`config.mk`:
```
export PLATFORM = sky130hd
export DESIGN_NAME = memory_responder
export DESIGN_NICKNAME = d
export VERILOG_FILES = /design/src/rtl/memory_responder.sv
export SDC_FILE = /design/constraint.sdc
export NUM_CORES = 2
export LEC_CHECK = 0
export ABC_AREA = 1
export CORE_ASPECT_RATIO = 0.8
export CORE_UTILIZATION = 40
export DETAILED_ROUTE_END_ITERATION = 7
export GPL_ROUTABILITY_DRIVEN = 0
export PLACE_DENSITY_LB_ADDON = 0.15
export SYNTH_ARGS = -nofsm -noshare
export SYNTH_HDL_FRONTEND = slang
export SYNTH_SLANG_ARGS = --single-unit
export TNS_END_PERCENT = 5
```
`constraint.sdc`:
```
create_clock -name clk -period 6.8 [get_ports clk]
set_clock_uncertainty 0.15 [all_clocks]
set_input_delay 0.68 -clock clk [delete_from_list [all_inputs] [get_ports clk]]
set_output_delay 0.68 -clock clk [all_outputs]
set_load 0.02 [all_outputs]
```
`src/rtl/memory_responder.sv`:
```
// -----------------------------------------------------------------------------
// memory_responder
//
// Purpose:
//   Single-port word memory behind a simple req/ready handshake. Each access
//   takes WAIT_CYCLES wait states and then one response cycle. The memory
//   is performed on the edge that enters the response state. Addresses at or
//   above DEPTH are flagged with err and never touch the array.
//
// Parameters:
//   WORD_SIZE   data word width
//   ADDR_SIZE   address width
//   DEPTH       number of implemented words (1 .. 2**ADDR_SIZE)
//   WAIT_CYCLES wait states per access (0 .. 15)
//
// Ports:
//   clk        rising-edge clock
//   rst        synchronous active-high reset
//   req        access request, only looked at while idle
//   we         1 = write, 0 = read (sampled with req)
//   addr       access address (sampled with req)
//   wdata      write data (sampled with req)
//   rdata      registered read data, updated only by completed reads
//   ready      one-cycle completion pulse (the response cycle)
//   busy       high whenever an access is in progress
//   err        out-of-range flag, meaningful only while ready=1
//
// Optional feature (macro MEMORY_RESPONDER_PARITY_EN):
//   par_inject  inverts the stored even-parity bit on a write
//   parity_err  high in the response cycle of an in-range read whose stored
//               parity does not match
// -----------------------------------------------------------------------------
module memory_responder #(
    parameter int WORD_SIZE   = 8,
    parameter int ADDR_SIZE   = 8,
    parameter int DEPTH       = 256,
    parameter int WAIT_CYCLES = 1
) (
    input  logic                 clk,
    input  logic                 rst,
    input  logic                 req,
    input  logic                 we,
    input  logic [ADDR_SIZE-1:0] addr,
    input  logic [WORD_SIZE-1:0] wdata,
`ifdef MEMORY_RESPONDER_PARITY_EN
    input  logic                 par_inject,
`endif
    output logic [WORD_SIZE-1:0] rdata,
    output logic                 ready,
    output logic                 busy,
    output logic                 err
`ifdef MEMORY_RESPONDER_PARITY_EN
    ,
    output logic                 parity_err
`endif
);

    localparam logic [1:0] S_IDLE = 2'd0;
    localparam logic [1:0] S_WAIT = 2'd1;
    localparam logic [1:0] S_RESP = 2'd2;

    localparam int IDX_W = (DEPTH > 1) ? $clog2(DEPTH) : 1;
    localparam logic [3:0] WAIT_LOAD = (WAIT_CYCLES > 0) ? 4'(WAIT_CYCLES - 1) : 4'd0;

`ifdef MEMORY_RESPONDER_PARITY_EN
    localparam int MEM_W = WORD_SIZE + 1;
`else
    localparam int MEM_W = WORD_SIZE;
`endif

    logic [1:0]           r_state;
    logic [3:0]           r_cnt;
    logic [ADDR_SIZE-1:0] r_addr;
    logic                 r_we;
    logic [WORD_SIZE-1:0] r_wdata;
    logic [WORD_SIZE-1:0] r_rdata;
    logic                 r_err;
    logic [MEM_W-1:0]     r_mem [0:DEPTH-1];

`ifdef MEMORY_RESPONDER_PARITY_EN
    logic                 r_pinj;
    logic                 r_perr;
    logic                 w_acc_pinj;
`endif

    logic                 w_idle;
    logic                 w_fire;
    logic [ADDR_SIZE-1:0] w_acc_addr;
    logic                 w_acc_we;
    logic [WORD_SIZE-1:0] w_acc_wdata;
    logic [31:0]          w_addr_ext;
    logic                 w_in_range;
    logic [IDX_W-1:0]     w_idx;
    logic [MEM_W-1:0]     w_wr_word;

    assign w_idle = (r_state == S_IDLE);

    // w_fire marks the edge that enters S_RESP. With no wait states that edge
    // is the capture edge itself, so the access uses the live inputs instead
    // of the capture registers.
    assign w_fire = ((WAIT_CYCLES == 0) && w_idle && req) ||
                    ((r_state == S_WAIT) && (r_cnt == 4'd0));

    assign w_acc_addr  = w_idle ? addr  : r_addr;
    assign w_acc_we    = w_idle ? we    : r_we;
    assign w_acc_wdata = w_idle ? wdata : r_wdata;

    assign w_addr_ext = 32'(w_acc_addr);
    assign w_in_range = (w_addr_ext < 32'(DEPTH));
    assign w_idx      = w_acc_addr[IDX_W-1:0];

`ifdef MEMORY_RESPONDER_PARITY_EN
    assign w_acc_pinj = w_idle ? par_inject : r_pinj;
    // Even parity: the stored bit makes the word's total count of ones even.
    assign w_wr_word  = {(^w_acc_wdata) ^ w_acc_pinj, w_acc_wdata};
`else
    assign w_wr_word  = w_acc_wdata;
`endif

    // Control FSM. Reset wins over everything, which also discards a
    // request or completion that coincides with it.
    always_ff @(posedge clk) begin
        if (rst) begin
            r_state <= S_IDLE;
            r_cnt   <= 4'd0;
            r_err   <= 1'b0;
        end else begin
            r_err <= w_fire && !w_in_range;
            case (r_state)
                S_IDLE: begin
                    if (req) begin
                        if (WAIT_CYCLES == 0) begin
                            r_state <= S_RESP;
                        end else begin
                            r_state <= S_WAIT;
                            r_cnt   <= WAIT_LOAD;
                        end
                    end
                end
                S_WAIT: begin
                    if (r_cnt == 4'd0) begin
                        r_state <= S_RESP;
                    end else begin
                        r_cnt <= r_cnt - 4'd1;
                    end
                end
                S_RESP:  r_state <= S_IDLE;
                default: r_state <= S_IDLE;
            endcase
        end
    end

    // Capture registers only load in idle, so they are frozen mid-access.
    always_ff @(posedge clk) begin
        if (w_idle && req) begin
            r_addr  <= addr;
            r_we    <= we;
            r_wdata <= wdata;
`ifdef MEMORY_RESPONDER_PARITY_EN
            r_pinj  <= par_inject;
`endif
        end
    end

    // Memory array: no reset so it maps onto block RAM and keeps its
    // contents across reset.
    always_ff @(posedge clk) begin
        if (!rst && w_fire && w_acc_we && w_in_range) begin
            r_mem[w_idx] <= w_wr_word;
        end
    end

    // Registered read port; out-of-range reads return zero, writes leave
    // the last read value in place.
    always_ff @(posedge clk) begin
        if (rst) begin
            r_rdata <= '0;
        end else if (w_fire && !w_acc_we) begin
            r_rdata <= w_in_range ? r_mem[w_idx][WORD_SIZE-1:0] : '0;
        end
    end

`ifdef MEMORY_RESPONDER_PARITY_EN
    always_ff @(posedge clk) begin
        if (rst) begin
            r_perr <= 1'b0;
        end else begin
            r_perr <= w_fire && !w_acc_we && w_in_range && (^r_mem[w_idx]);
        end
    end
    assign parity_err = r_perr;
`endif

    assign rdata = r_rdata;
    assign ready = (r_state == S_RESP);
    assign busy  = !w_idle;
    assign err   = r_err;

endmodule
```
======== After elaboration in Yosys (flattened, before gate mapping) ========
Memory sizes are Yosys's and may differ from the RTL's. A register that Yosys moved wholly into a read port is not among the register bits.
Cells that the tools add are included.
operators by class
  bitwise logic cells ..................... 0
  $lt $le $gt $ge ......................... 1
  muxes and demuxes ....................... 11
  equality and inequality tests ........... 5
  reductions and logical operators ........ 16
  multipliers ............................. 0
  div/mod/pow operators ................... 0
  $add $sub $neg .......................... 1
  shifts and indexed selects .............. 0
operator list
  kind                 count
  $mux 8               2
  $lt 8x9->1 const B   1
  $mux 4               2
  $pmux 4 s2           1
  $logic_and 1x1->1    7
  $logic_not 1->1      4
  $logic_not 4->1      1
  $mux 2               2
  $ne 2x2->1 const B   2
  $pmux 2 s2           1
  $sub 4x1->4 const B  1
  $mux 1               3
  $reduce_and 3->1     1
  $eq 2x1->1 const B   1
  $eq 2x2->1 const B   1
  $logic_not 2->1      1
  $ne 2x1->1 const B   1
  $reduce_and 2->1     1
  $reduce_bool 2->1    1
storage, ports and cells
  logic and storage cells ................. 41
  bits in read-only memories .............. 0
  memories kept ........................... 1
  latch bits .............................. 0
  output and inout port bits .............. 11
  bits in registers ....................... 24
  RAM bits ................................ 2,048
  input port bits ......................... 20
memory list
  memory  words  width  rd ports  clocked after Yosys merged registers in  write ports  RTL line  RTL
  r_mem   256    8      1         1                                        1            78        logic [MEM_W-1:0] r_mem [0:DEPTH-1];

======== Logic depth before layout (Yosys ltp) ========
  depth in word-level cells ............... 7
  mapped depth ............................ 20
  gate-level depth less buffers ........... 18

======== Least setup slack after synthesis ========
OpenSTA, ideal clock, no wires.
  path kind ............................... register -> register
  start point ............................. register r_state[1]
  end point ............................... memory r_mem[0][0] in the netlist's numbering, data pin
  cell stages (with the launch flop) ...... 6
  setup slack ............................. 1.746 ns
  arrival time ............................ 4.084 ns
  setup time .............................. 0.820 ns
  path through ............................ dfxtp_1 > inv_1 > nand2_4 > buf_1 > nand2_1 > nand2_1
between the ends
  longest elaborated chain between the ends .. 2
RTL lines
  what                      RTL line  RTL
  from (decl)               71        logic [1:0] r_state;
  from (signal assigned)    124       r_state <= S_IDLE;
  from (signal assigned)    133       r_state <= S_RESP;
  from (signal assigned)    135       r_state <= S_WAIT;
  $logic_not 2->1           96        assign w_idle = (r_state == S_IDLE);
  $mux 8                    106       assign w_acc_wdata = w_idle ? wdata : r_wdata;
  named net w_acc_wdata[0]  90        logic [WORD_SIZE-1:0] w_acc_wdata;
  to (decl)                 78
The timed path passes the listed nets, and every way through them passes these cells.

======== Worst setup path after layout ========
  start point ............................. register r_state[1]
  end point ............................... memory r_mem[88][1] in the netlist's numbering (enable)
between the ends
  longest elaborated chain between the ends .. 7
  elaborated cells between the ends (all ways) .. 11
  those cells by class .................... order compare: 1; eq/ne: 1; mux: 4; reduce/logical: 5
RTL lines
  what
  branches (longest 7 deep; another with $lt 8x9->1)
Parallel ways; which one is timed is not known.

==> results.py <==
metrics = {
    "clock_network": {
        "cts_hold_buf": 0,
        "htreeDepth": 4,
        "cts-root-buf": "clkbuf_16",
        "clkSinkCount": 2079,
        "cts_made_buffers": 206,
        "postCtsSetupBuffers": 0,
        "path_clk_slew_ns": 0.06,
        "cts_tree": "done",
        "clock_latency_ns": 0.85,
        "post_cts_resized": 0,
        "clockBufferDepth": 3,
    },
    "global_route": {
        "antenna_found_initial": 1,
        "grt_pass1_wl_um": 374000,
        "grt_usage": 0.232,
        "grt-ovfl-total": 0,
        "grt_max_degree": 176,
        "grt_pass1_vias": 54500,
    },
    "finish": {
        "diodes": 0,
        "layout.nets": 8143,
        "final_area_um2": 96500,
        "synthToLayoutAreaGrowth_pct": 11.5,
        "fillCellCount": 20100,
        "multi_input_area_um2": 22300,
        "regArea_um2": 62300,
        "drive_gt1_frac": 0.0555,
    },
    "worst_setup_path": {
        "critPathMostFrequentCell": "buf_4",
        "path_buf_inv": 3,
        "arrival_ns": 5.19,
        "critPathKind": "flop to flop",
        "crit_fanout": 43,
        "cp-start-kind": "flop",
        "end_kind": "flop",
        "path_cells": "nor2_2 > buf_4 > nand2_1 > nand2_2 > inv_2 > nor2_4 > buf_4 > nand3_2 > nor2_1",
        "worstPathRequired_ns": 7.07,
        "r2r_setup_slack_ns": 1.87,
        "regToRegStartpoint": "r_state[1]",
        "r2r_end": "r_mem[88][1]",
        "startpoint": "r_state[1]",
        "cp_slowest_stage_delay_ns": 1.18,
        "cp_slowest_cell": "nor2_1",
        "path_delay_family": "simple AND/OR/NAND/NOR gates",
        "cp.depth": 9,
        "critPathCapture": "r_mem[88][1]",
        "reg2reg_depth": 9,
    },
    "logic_synthesis": {
        "synth-main-ff-cell": "edfxtp_1",
        "synthCells": 8220,
        "synth_fa_ha_area_frac": 0.000289,
        "avgSynthCellArea_um2": 10.5,
        "ys_ff_latch": 2079,
        "ys_warn_count": 0,
        "synth_top_area_frac": 0.717,
        "synth-compound-area-share": 0.00282,
        "synth_top_family_by_area": "simple AND/OR/NAND/NOR gates",
        "synth.most_common_cell": "nand2_1",
        "synth_top_cells_by_count": "nand2_1, edfxtp_1, nor2_1, nand3_1, buf_2",
        "muxShareOfSynthArea": 0.000116,
        "ys_seq_area_frac": 0.720,
        "yosysUniqueCellTypes": 30,
        "synth_edf_count": 2065,
        "synth_fp_nets": 8242,
        "ys_top_cells_by_area": "edfxtp_1, nand2_1, nor2_1",
        "synth-xor-area-share": 0,
        "syn_area_um2": 86500,
        "synthArstFlopShare": 0,
        "synthSimpleGateAreaFrac": 0.252,
        "yosys.area.top_type": "edfxtp_1",
    },
    "floorplanning": {
        "die_w_um": 522,
        "ios": 31,
        "core_um2": 215000,
        "initial_core_util": 0.403,
        "dieHeight_um": 418,
        "dieArea_um2": 218000,
        "rows": 152,
    },
    "timing": {
        "period_needed_ns": 4.93,
        "hold_violations": 0,
        "rsz0062_at_grt": "no",
        "setup_viol": 0,
        "relSlewSlack": 0.215,
        "maxSlewViolCount": 0,
        "tightest_slew_ns": 1.17,
        "fin_tns_setup_ns": 0,
        "fmax_ghz": 0.203,
        "fin_crit_sh": 0.724,
    },
    "placement": {
        "place_hpwl_um": 142000,
        "port_buffers": 29,
        "dpl-instance-area_um2": 89600,
    },
    "status": {
        "outcome": "finished clean",
    },
    "power": {
        "leakage_nw": 37.3,
        "pwr_density_cell_nw_per_um2": 337,
        "ir_drop_v": 0.000296,
    },
    "route": {
        "ant_nets": 0,
        "routed_via_density": 5.14,
        "first_pass_iters": 6,
        "wire_per_inst_um": 22.8,
        "drt_wl_total_um": 254000,
        "drc_errors": 0,
        "drt_iter0_markers": 5707,
        "vias": 57300,
    },
    "min_path": {
        "hp-class": "input pin to flop",
    },
    "job": {
        "maxCapViolCount": 0,
    },
}
[routing by layer]
| layer | GRT usage | up-vias | share of wire |
|---|---|---|---|
| met2 | 0.352 | 1766 | 0.44 |
| met1 | 0.343 | 28400 | 0.47 |
| met3 | 0.0371 | 324 | 0.066 |
| li1 | - | 26900 | - |
| met5 | 0 | - | 0 |
| met4 | 0.0626 | 0 | 0.025 |
[layout by cell type (no fill, tap or decap), types with 2 or more instances in the layout]
cell type	Yosys	routed
nand3_2	0	16
clkbuf_1	113	42
bufinv_16	0	24
a21oi_1	4	4
clkinvlp_4	0	5
ha_1	2	2
nor2_1	579	576
nor2_4	9	11
clkbuf_16	0	211
clkbuf_8	0	4
clkinv_8	0	3
dfxtp_1	14	14
o21ai_1	21	21
buf_12	0	29
inv_6	0	2
nand4_1	8	8
clkinv_2	0	48
nor2_2	3	4
nand2_2	2	2
clkdlybuf4s50_1	0	29
nand2_1	4596	4587
edfxtp_1	2065	2065
inv_2	9	9
inv_16	0	3
nand2_8	0	3
o21ai_0	17	17
nand3_1	419	403
clkinv_1	2	47
inv_1	20	20
nand2_4	6	12
buf_4	9	67
or2_2	3	3
o21ai_2	3	2
[worst register-to-register path, delay by kind of cell (launching register included)]
kind,cells,cell delay [ns]
flops,1,0.35
simple gates,6,2.97
buf+inv,3,1.02
[worst min path at each step]
stage	startpoint	end	slack (ns)	cells after the start
global route	addr[4]	r_addr[4]	0.23	1
global placement	r_cnt[3]	r_cnt[3]	0.31	2
detailed placement	r_cnt[3]	r_cnt[3]	0.32	2
CTS	addr[4]	r_addr[4]	0.19	1
finish	addr[4]	r_addr[4]	0.26	1
floorplan	r_cnt[3]	r_cnt[3]	0.29	2
[per-stage QoR]
stage,std cells,utilization,setup slack (ns),power (mW),hold slack (ns)
floorplan,8220,-,1.75,18.8,0.293
global route,11200,0.449,1.70,33.7,0.230
detailed placement,10800,0.417,1.59,21.1,0.321
global placement,10800,0.417,1.66,21.1,0.315
finish,11200,0.449,1.87,32.5,0.258
CTS,11200,0.449,1.86,32.7,0.191
[final cells by class]
cell class | count | area share
well taps | 2849 | 0.0370
clock inverters | 132 | 0.0138
repair buffers | 125 | 0.0142
clock buffers | 257 | 0.0569
inverters | 31 | 0.00121
multi-input cells | 5678 | 0.231
flip-flops and latches | 2079 | 0.646
[cell families (layout without fill, tap and decap cells)]
group                    Yosys count  after routing
flip-flops                      2079           2079
multiplexers                       1              1
buffers and inverters            463            545
AO/OA/AOI/OAI                     46             46
AND/OR/NAND/NOR                 5628           5628
adder cells (fa/ha/maj)            2              2
other                              1              1
[report_power, final]
| group | leakage [nW] | internal [mW] | switching [mW] |
|---|---|---|---|
| clock | 3.35 | 6.64 | 5.02 |
| combinational | 15.2 | 1.28 | 4.78 |
| sequential | 18.7 | 14.7 | 0.0221 |
| total | 37.3 | 22.7 | 9.82 |
[registers in the layout (all words and copies together), names as in the netlist]
register	count
r_addr	8
r_cnt	4
r_mem	2048
r_state	2
r_wdata	8
r_we	1
rdata	8
No activity file was read; power rests on OpenSTA's default activity.
